**src/rtl/register_file_pipe.sv**
```systemverilog
// -----------------------------------------------------------------------------
// register_file_pipe
//
// Register file with two registered read ports, one byte-masked write port and
// a per-register busy scoreboard. A write and a scoreboard set that land in the
// same cycle as a read are visible to that read. The read returns the state the
// register file holds after the current edge.
//
// Parameters
//   DATA_W   : register width in bits (multiple of 8)
//   ADDR_W   : register index width, depth = 2**ADDR_W
//   ZERO_REG : 1 -> register 0 always reads zero and is never busy
//
// Ports
//   clk                    : clock, all state changes on the rising edge
//   rst_n                  : synchronous active-low reset
//   readReg1/readReg2      : read indices, captured when readEn=1
//   readEn                 : read request
//   readData1/readData2    : registered read data (one cycle after readEn)
//   readBusy1/readBusy2    : registered scoreboard bit of the captured index
//   readValid              : readData*/readBusy* were produced by last cycle's readEn
//   writeReg/writeData     : write index and data
//   write                  : write strobe, also clears busy[writeReg]
//   writeByteEn            : per-byte write mask
//   busySet/busyReg        : mark busyReg as having a pending producer
// -----------------------------------------------------------------------------
module register_file_pipe #(
    parameter int DATA_W   = 32,
    parameter int ADDR_W   = 5,
    parameter int ZERO_REG = 1
) (
    input  logic                  clk,
    input  logic                  rst_n,
    input  logic [ADDR_W-1:0]     readReg1,
    input  logic [ADDR_W-1:0]     readReg2,
    input  logic                  readEn,
    output logic [DATA_W-1:0]     readData1,
    output logic [DATA_W-1:0]     readData2,
    output logic                  readBusy1,
    output logic                  readBusy2,
    output logic                  readValid,
    input  logic [ADDR_W-1:0]     writeReg,
    input  logic [DATA_W-1:0]     writeData,
    input  logic                  write,
    input  logic [DATA_W/8-1:0]   writeByteEn,
    input  logic                  busySet,
    input  logic [ADDR_W-1:0]     busyReg
);

    localparam int DEPTH = 1 << ADDR_W;
    localparam int BYTES = DATA_W / 8;

    // Architectural state. Every register must clear on reset, so the array is
    // kept in flops rather than a RAM macro.
    logic [DATA_W-1:0] regs_reg  [DEPTH];
    logic [DATA_W-1:0] regs_next [DEPTH];
    logic [DEPTH-1:0]  busy_reg;
    logic [DEPTH-1:0]  busy_next;

    // Registered read port state
    logic [DATA_W-1:0] read_data1_reg;
    logic [DATA_W-1:0] read_data2_reg;
    logic              read_busy1_reg;
    logic              read_busy2_reg;
    logic              read_valid_reg;

    // Expand the byte enables into a bit mask once; it is shared by all
    // registers since only the addressed one uses it.
    logic [DATA_W-1:0] write_mask;

    genvar gi;
    generate
        for (gi = 0; gi < BYTES; gi++) begin : g_mask
            assign write_mask[gi*8 +: 8] = {8{writeByteEn[gi]}};
        end
    endgenerate

    // Next-state of the whole file. Busy clear from a write is applied first so
    // that a same-cycle set on the same index overrides it (set wins).
    always_comb begin
        for (int i = 0; i < DEPTH; i++) begin
            regs_next[i] = regs_reg[i];
            busy_next[i] = busy_reg[i];
            if (write && (writeReg == ADDR_W'(i))) begin
                regs_next[i] = (regs_reg[i] & ~write_mask) | (writeData & write_mask);
                busy_next[i] = 1'b0;
            end
            if (busySet && (busyReg == ADDR_W'(i))) begin
                busy_next[i] = 1'b1;
            end
        end
        if (ZERO_REG != 0) begin
            regs_next[0] = '0;
            busy_next[0] = 1'b0;
        end
    end

    always_ff @(posedge clk) begin
        if (!rst_n) begin
            for (int i = 0; i < DEPTH; i++) begin
                regs_reg[i] <= '0;
            end
            busy_reg <= '0;
        end else begin
            for (int i = 0; i < DEPTH; i++) begin
                regs_reg[i] <= regs_next[i];
            end
            busy_reg <= busy_next;
        end
    end

    // Reads sample the next-state view, which gives write-first data bypass
    // (byte merged), busy clear on write and busy set bypass in one mux, and
    // makes both ports agree whenever their indices match.
    always_ff @(posedge clk) begin
        if (!rst_n) begin
            read_data1_reg <= '0;
            read_data2_reg <= '0;
            read_busy1_reg <= 1'b0;
            read_busy2_reg <= 1'b0;
            read_valid_reg <= 1'b0;
        end else begin
            read_valid_reg <= readEn;
            if (readEn) begin
                read_data1_reg <= regs_next[readReg1];
                read_data2_reg <= regs_next[readReg2];
                read_busy1_reg <= busy_next[readReg1];
                read_busy2_reg <= busy_next[readReg2];
            end
        end
    end

    assign readData1 = read_data1_reg;
    assign readData2 = read_data2_reg;
    assign readBusy1 = read_busy1_reg;
    assign readBusy2 = read_busy2_reg;
    assign readValid = read_valid_reg;

endmodule

```
**config.mk**
```make
export PLATFORM = sky130hd
export DESIGN_NAME = register_file_pipe
export DESIGN_NICKNAME = d
export VERILOG_FILES = /design/src/rtl/register_file_pipe.sv
export SDC_FILE = /design/constraint.sdc
export NUM_CORES = 2
export LEC_CHECK = 0
export ABC_CLOCK_PERIOD_IN_PS = 3500
export CORE_MARGIN = 2
export CORE_UTILIZATION = 40
export CTS_CLUSTER_DIAMETER = 30
export DETAILED_ROUTE_END_ITERATION = 16
export HOLD_SLACK_MARGIN = 0.02
export MAX_ROUTING_LAYER = met4
export PLACE_DENSITY = 0.6
export RECOVER_POWER = 100
export SLEW_MARGIN = 40
export SYNTH_ARGS = -nofsm -noshare
export SYNTH_HDL_FRONTEND = slang
export SYNTH_SLANG_ARGS = --single-unit
export TNS_END_PERCENT = 50
```
**constraint.sdc**
```tcl
create_clock -name clk -period 3.5 [get_ports clk]
set_clock_uncertainty 0.15 [all_clocks]
set_input_delay 0.35 -clock clk [delete_from_list [all_inputs] [get_ports clk]]
set_output_delay 0.35 -clock clk [all_outputs]
set_load 0.01 [all_outputs]
```
# --- Yosys cells after proc, flatten, opt, wreduce, memory -nomap -nowiden ---
# Memory sizes are Yosys's and may differ from the RTL's.
# Index checks and enable logic that the tools add are counted.
totals:
  ram_bits: 1024
  ff_bits: 98
  in_bits: 61
  elab_cells: 370
  n_memories: 1
classes:
  reduce_logical: 62
  n_mux: 137
  bitwise: 98
  eq_ne: 62
  magnitude_cmp: 4
mem_list:
  columns: ["name", "words", "word_bits", "read_ports", "rd_clocked_by_memory_dff", "wr", "line", "source"]
  rows:
  - ["regs_reg", 32, 32, 31, 0, 32, "55", "logic [DATA_W-1:0] regs_reg [DEPTH];"]
ops:
  columns: ["cell", "count"]
  rows:
  - ["2-to-1 mux 32 bit", 67]
  - ["bitwise AND 32 bit", 32]
  - ["OR 32 bit", 31]
  - ["binary-select mux 32 bit (select 5 bit)", 2]
  - ["== test 5 bit, second input constant", 32]
  - ["== test 5 x 4 -> 1 bit, second input constant", 16]
  - ["2-to-1 mux 1 bit", 66]
  - ["logical AND 1 bit", 62]
  - ["== test 5 x 3 -> 1 bit, second input constant", 8]
  - ["NOT 32 bit", 1]
  - ["OR 1 bit", 32]
  - ["== test 5 x 2 -> 1 bit, second input constant", 4]
  - ["greater-or-equal comparator 6 bit, second input constant", 2]
  - ["< comparator 5 x 6 -> 1 bit, second input constant", 2]
  - ["NOT 5 -> 6 bit", 2]
  - ["binary-select mux 1 bit (select 5 bit)", 2]
  - ["== test 5 x 1 -> 1 bit, second input constant", 2]

# --- Depth between registers and ports, before layout ---
depth:
  ltp_word: 7
  ltp_mapped: 13

# --- Worst setup path before layout ---
# No wires, ideal clock.
synth_path:
  kind: "input -> register"
  from: "input port writeReg[0]"
  to: "register read_busy1_reg, in the netlist readBusy1"
  path_slack_ns: 0.822
  setup_time_ns: 0.117
  required_time_ns: 3.233
  t_arrival_ns: 2.410
  cell_stages: 10
  path_cell_list: "or4b_1 buf_2 buf_6 buf_2 o21ai_1 nand2_1 a2111oi_2 o221ai_1 a21o_1 a32o_1"
synth_between:
  elab_chain_cells: 6
  word_cells_on_any_way: 126
  classes_between: "31 x eq/ne; 64 x mux; 31 x reduce/logical"
synth_rtl:
  columns: ["item", "line", "source"]
  rows:
  - ["from (decl)", "42", "input logic [ADDR_W-1:0] writeReg,"]
  - ["== test 5 x 1 -> 1 bit (tied with other cells)", "84", "if (write && (writeReg == ADDR_W'(i))) begin"]
  - ["logical AND 1 bit", "84", null]
  - ["2-to-1 mux 1 bit", "84", null]
  - ["2-to-1 mux 1 bit", "88", "if (busySet && (busyReg == ADDR_W'(i))) begin"]
  - ["binary-select mux 1 bit (select 5 bit) *", "127", "read_busy1_reg <= busy_next[readReg1];"]
  - ["2-to-1 mux 1 bit (not written as such) *", "127", null]
  - ["to (signal assigned)", "127", null]
  - ["to (decl)", "63", "logic read_busy1_reg;"]
# Mark *: on every way between the ends. The rest lies on a longest branch, timed or not. The select of a mux whose other input is x is not followed.
# A chain may end at the register's enable or synchronous reset.

# --- Final worst setup path ---
layout_path:
  from: "input port writeReg[0]"
  to: "register read_data1_reg[29], in the netlist readData1[29]"
layout_between:
  elab_chain_cells: 6
  word_cells_on_any_way: 96
  classes_between: "31 x eq/ne; 34 x mux; 31 x reduce/logical"
layout_rtl:
  columns: ["item", "line", "source"]
  rows:
  - ["== test 5 bit (tied with other cells)", "84", null]
  - ["logical AND 1 bit", "84", null]
  - ["2-to-1 mux 32 bit", "84", null]
  - ["binary-select mux 32 bit (select 5 bit) *", "125", "read_data1_reg <= regs_next[readReg1];"]
  - ["2-to-1 mux 32 bit (not written as such) * (2 in a row)", "125", null]
  - ["to (signal assigned)", "125", null]
  - ["to (decl)", "61", "logic [DATA_W-1:0] read_data1_reg;"]
# Marks and branches as above.

==> summary.txt <==
Status -> complete, but fails checks
Failing checks -> max-capacitance violations, max-slew violations
Seq cells post-synth -> 1090
Pwr dens -> 543 nW/um2
Fmax -> 286 MHz
Period minus WS final -> 3.50 ns
Residual overflow from global routing -> 0
Setup crit end kind -> flop
Unique cell type count in the Yosys netlist -> 99
Port buffer count -> 127
LEAKAGE -> 32.1 nW
Synth area leaders -> dfxtp_1 32%, nand2_1 10%, a21boi_0 10%, mux4_2 4.8%, o21ai_0 4.6%
Row Count -> 151
Die height -> 416 um
Die area -> 173000 um2
Crit path DAT -> 4.14 ns
CP dominant cell by count -> clkbuf_1
CTS tree -> yes
Synth Flop Type -> dfxtp_1
WL/cell -> 29.7 um
Peak supply drop -> 0.509 mV
Asr flop ratio synth -> 0
Metal3 WL -> 39300 um
DRT Wirelength -> 367000 um
Area grow syn2layout -> 35.8%
Hold Crit Start -> readReg1[3]
Crit path cell chain -> clkdlybuf4s50_1, buf_12, clkbuf_1, and4b_1, clkbuf_1, nand2_1, nand3_1, o211ai_1, a311o_1, a22oi_1, clkbuf_1, o221ai_1
Via/cell ratio -> 6.55
I/O pin total -> 128
Commonest non-fill, non-tap cell in the layout -> nand2_1
Worst EP required -> 4.15 ns
Core ar. -> 169000 um2
Clock Latency Late Sink -> 0.96 ns
CP max-delay cell -> clkbuf_1
Max Used Layer -> met4
Starting Density -> 0.401
Worst Tran Pin Value -> 2.32 ns
Largest net degree at the start of global routing -> 224
M1 wire length -> 146000 um
GRT Util Overall -> 0.419
CTS Buffer Depth -> 4
Part of the cycle the worst path needs -> 0.999
First-pass GRT wire length -> 528000 um
Max-slew violation count -> 575
Clock slew at reported path FFs -> 0.04 ns
Total chip power -> 50.0 mW
Final Util -> 0.545
Final TNS setup -> 0 ns
Relative slew slack -> -0.549
Max-cap violations -> 5
Fraction of layout cells with a size suffix above 1 -> 0.213
Clock Sinks -> 1090
First-pass DRT Iterations -> 8
DIE WIDTH -> 416 um
Root buf cell -> clkbuf_16
Endpoints failing setup -> 0
Vias -> 80900
Final Wtd Congestion -> 1.04
Routed wl met2 -> 158000 um
Reg-to-Reg Start -> regs_reg[0][854]$_SDFF_PN0_
DP HPWL -> 262000 um
CP startpoint kind -> input pin
Total CTS buffers -> 339
DRC Markers -> 0
Area leader, netlist -> dfxtp_1
Antenna violations before repair -> 47
Synth warnings -> 0
Syn nets -> 8904
Slowest stage delay, CP -> 0.60 ns
Synth Area per Inst -> 7.66 um2
Mapped Area -> 67800 um2
Crit path from -> writeReg[0]
Post-synth top area share -> 0.322
RSZ-0062 raised after global routing -> false
Seq/Total Area, Yosys -> 0.322
Antenna viol nets, final -> 0
Crit path buf inv count -> 5
Vias in the first global route -> 76100
Nets -> 9911
Delay-heaviest family, CP -> buffers and inverters
Post-CTS Resized -> 0
Drt initial violations -> 12100
Min-delay worst type -> input pin to flop
WS Path Type -> input pin to flop
Fin Hold WS -> 0.0430 ns
Final hold vios -> 0
Number of synthesized flops with an enable pin -> 0
Leading cell types in the layout, fill and taps excluded -> 1886 x nand2_1, 1099 x buf_4, 1090 x dfxtp_1
Max FFs per register -> 992
H-tree depth -> 5
Largest fanout on the critical path -> 8
Post-Synthesis Cells -> 8843
[worst register-to-register path, cell delays in order (launching register included)]
cell       delay, ns
dfxtp_1         0.31
o21ai_0         0.12
nor2_1          0.08
a2111oi_0       0.44
buf_4           0.18
a311oi_1        0.05
nor4_1          0.79
buf_4           0.24
o32ai_1         0.07
[timing repair]
item / in CTS / in global routing
setup buffers: 0 / 0
hold buffers: 35 / 0
endpoints found under the setup margin: 0 / 0
hold endpoints to repair: 623 / 0
[through the flow]
stage | std cells | cell area, um2 | setup WS (ns)
after CTS | 12300 | 92700 | 0.476
after detailed placement | 11700 | 80400 | -0.479
after global routing | 12400 | 92100 | 0.0622
after global placement | 11700 | 80300 | -0.531
after floorplan | 8843 | 67800 | 0.822
final | 12400 | 92100 | 0.00176
[synth_stat cells (46+ instances only)]
cell type / n
a21oi_1: 528
a221oi_1: 48
a21boi_0: 943
a211oi_1: 239
o311ai_0: 57
o221ai_1: 196
nand3_1: 159
a211o_1: 46
nor3_1: 155
a31oi_1: 61
a22oi_1: 63
nand2_1: 1890
a22o_1: 59
dfxtp_1: 1090
o21ai_1: 64
buf_2: 168
o32a_1: 50
or3_1: 73
mux4_2: 145
o21ai_0: 626
o211ai_1: 68
nor2b_1: 70
a311oi_1: 54
buf_1: 78
nor2_1: 427
o22ai_1: 137
clkbuf_1: 622
[per-layer routing]
| metal | global-route usage | up-vias |
|---|---|---|
| met4 | 0.239 | 0 |
| met5 | - | - |
| met1 | 0.531 | 39100 |
| li1 | - | 35200 |
| met3 | 0.0940 | 1228 |
| met2 | 0.614 | 5385 |
[cell type report]
| cell class | instances | area, um2 |
|---|---|---|
| antenna | 32 | 80.1 |
| clock inverter | 172 | 2500 |
| timing repair buffer | 1553 | 13000 |
| tap | 2218 | 2780 |
| multi-input combinational | 6845 | 42400 |
| sequential | 1090 | 21800 |
| inverter | 21 | 97.6 |
| clock buffer | 428 | 9440 |
| fill | 15800 | 76800 |
[path summary, 6_finish.rpt]
| path | depth (start not counted) | endpoint | slack [ns] |
|---|---|---|---|
| max | 12 | readData1[29]$_SDFFE_PN0P_ | 0.002 |
| min | 4 | readData1[25]$_SDFFE_PN0P_ | 0.04 |
| max reg2reg | 8 | readData2[22]$_SDFFE_PN0P_ | 0.93 |
| min reg2reg | 2 | regs_reg[0][98]$_SDFF_PN0_ | 0.31 |
[cell families (layout without fill, tap and decap cells)]
logic type             after synthesis  in the layout  share of synthesized area
AO/OA/AOI/OAI                     3658           3658                      0.377
XOR/XNOR                             6              6                   0.000997
buffers and inverters              908           2174                     0.0548
flip-flops                        1090           1090                      0.322
multiplexers                       203            203                     0.0573
other                                0             32                          0
AND/OR/NAND/NOR                   2978           2978                      0.188
[report_power, final]
part / internal, mW / switching (mW) / total, mW
Combinational: 1.77 / 3.34 / 5.10
Clock: 23.0 / 9.25 / 32.2
Sequential: 12.6 / 0.150 / 12.7
No activity file was read; power rests on OpenSTA's default activity.
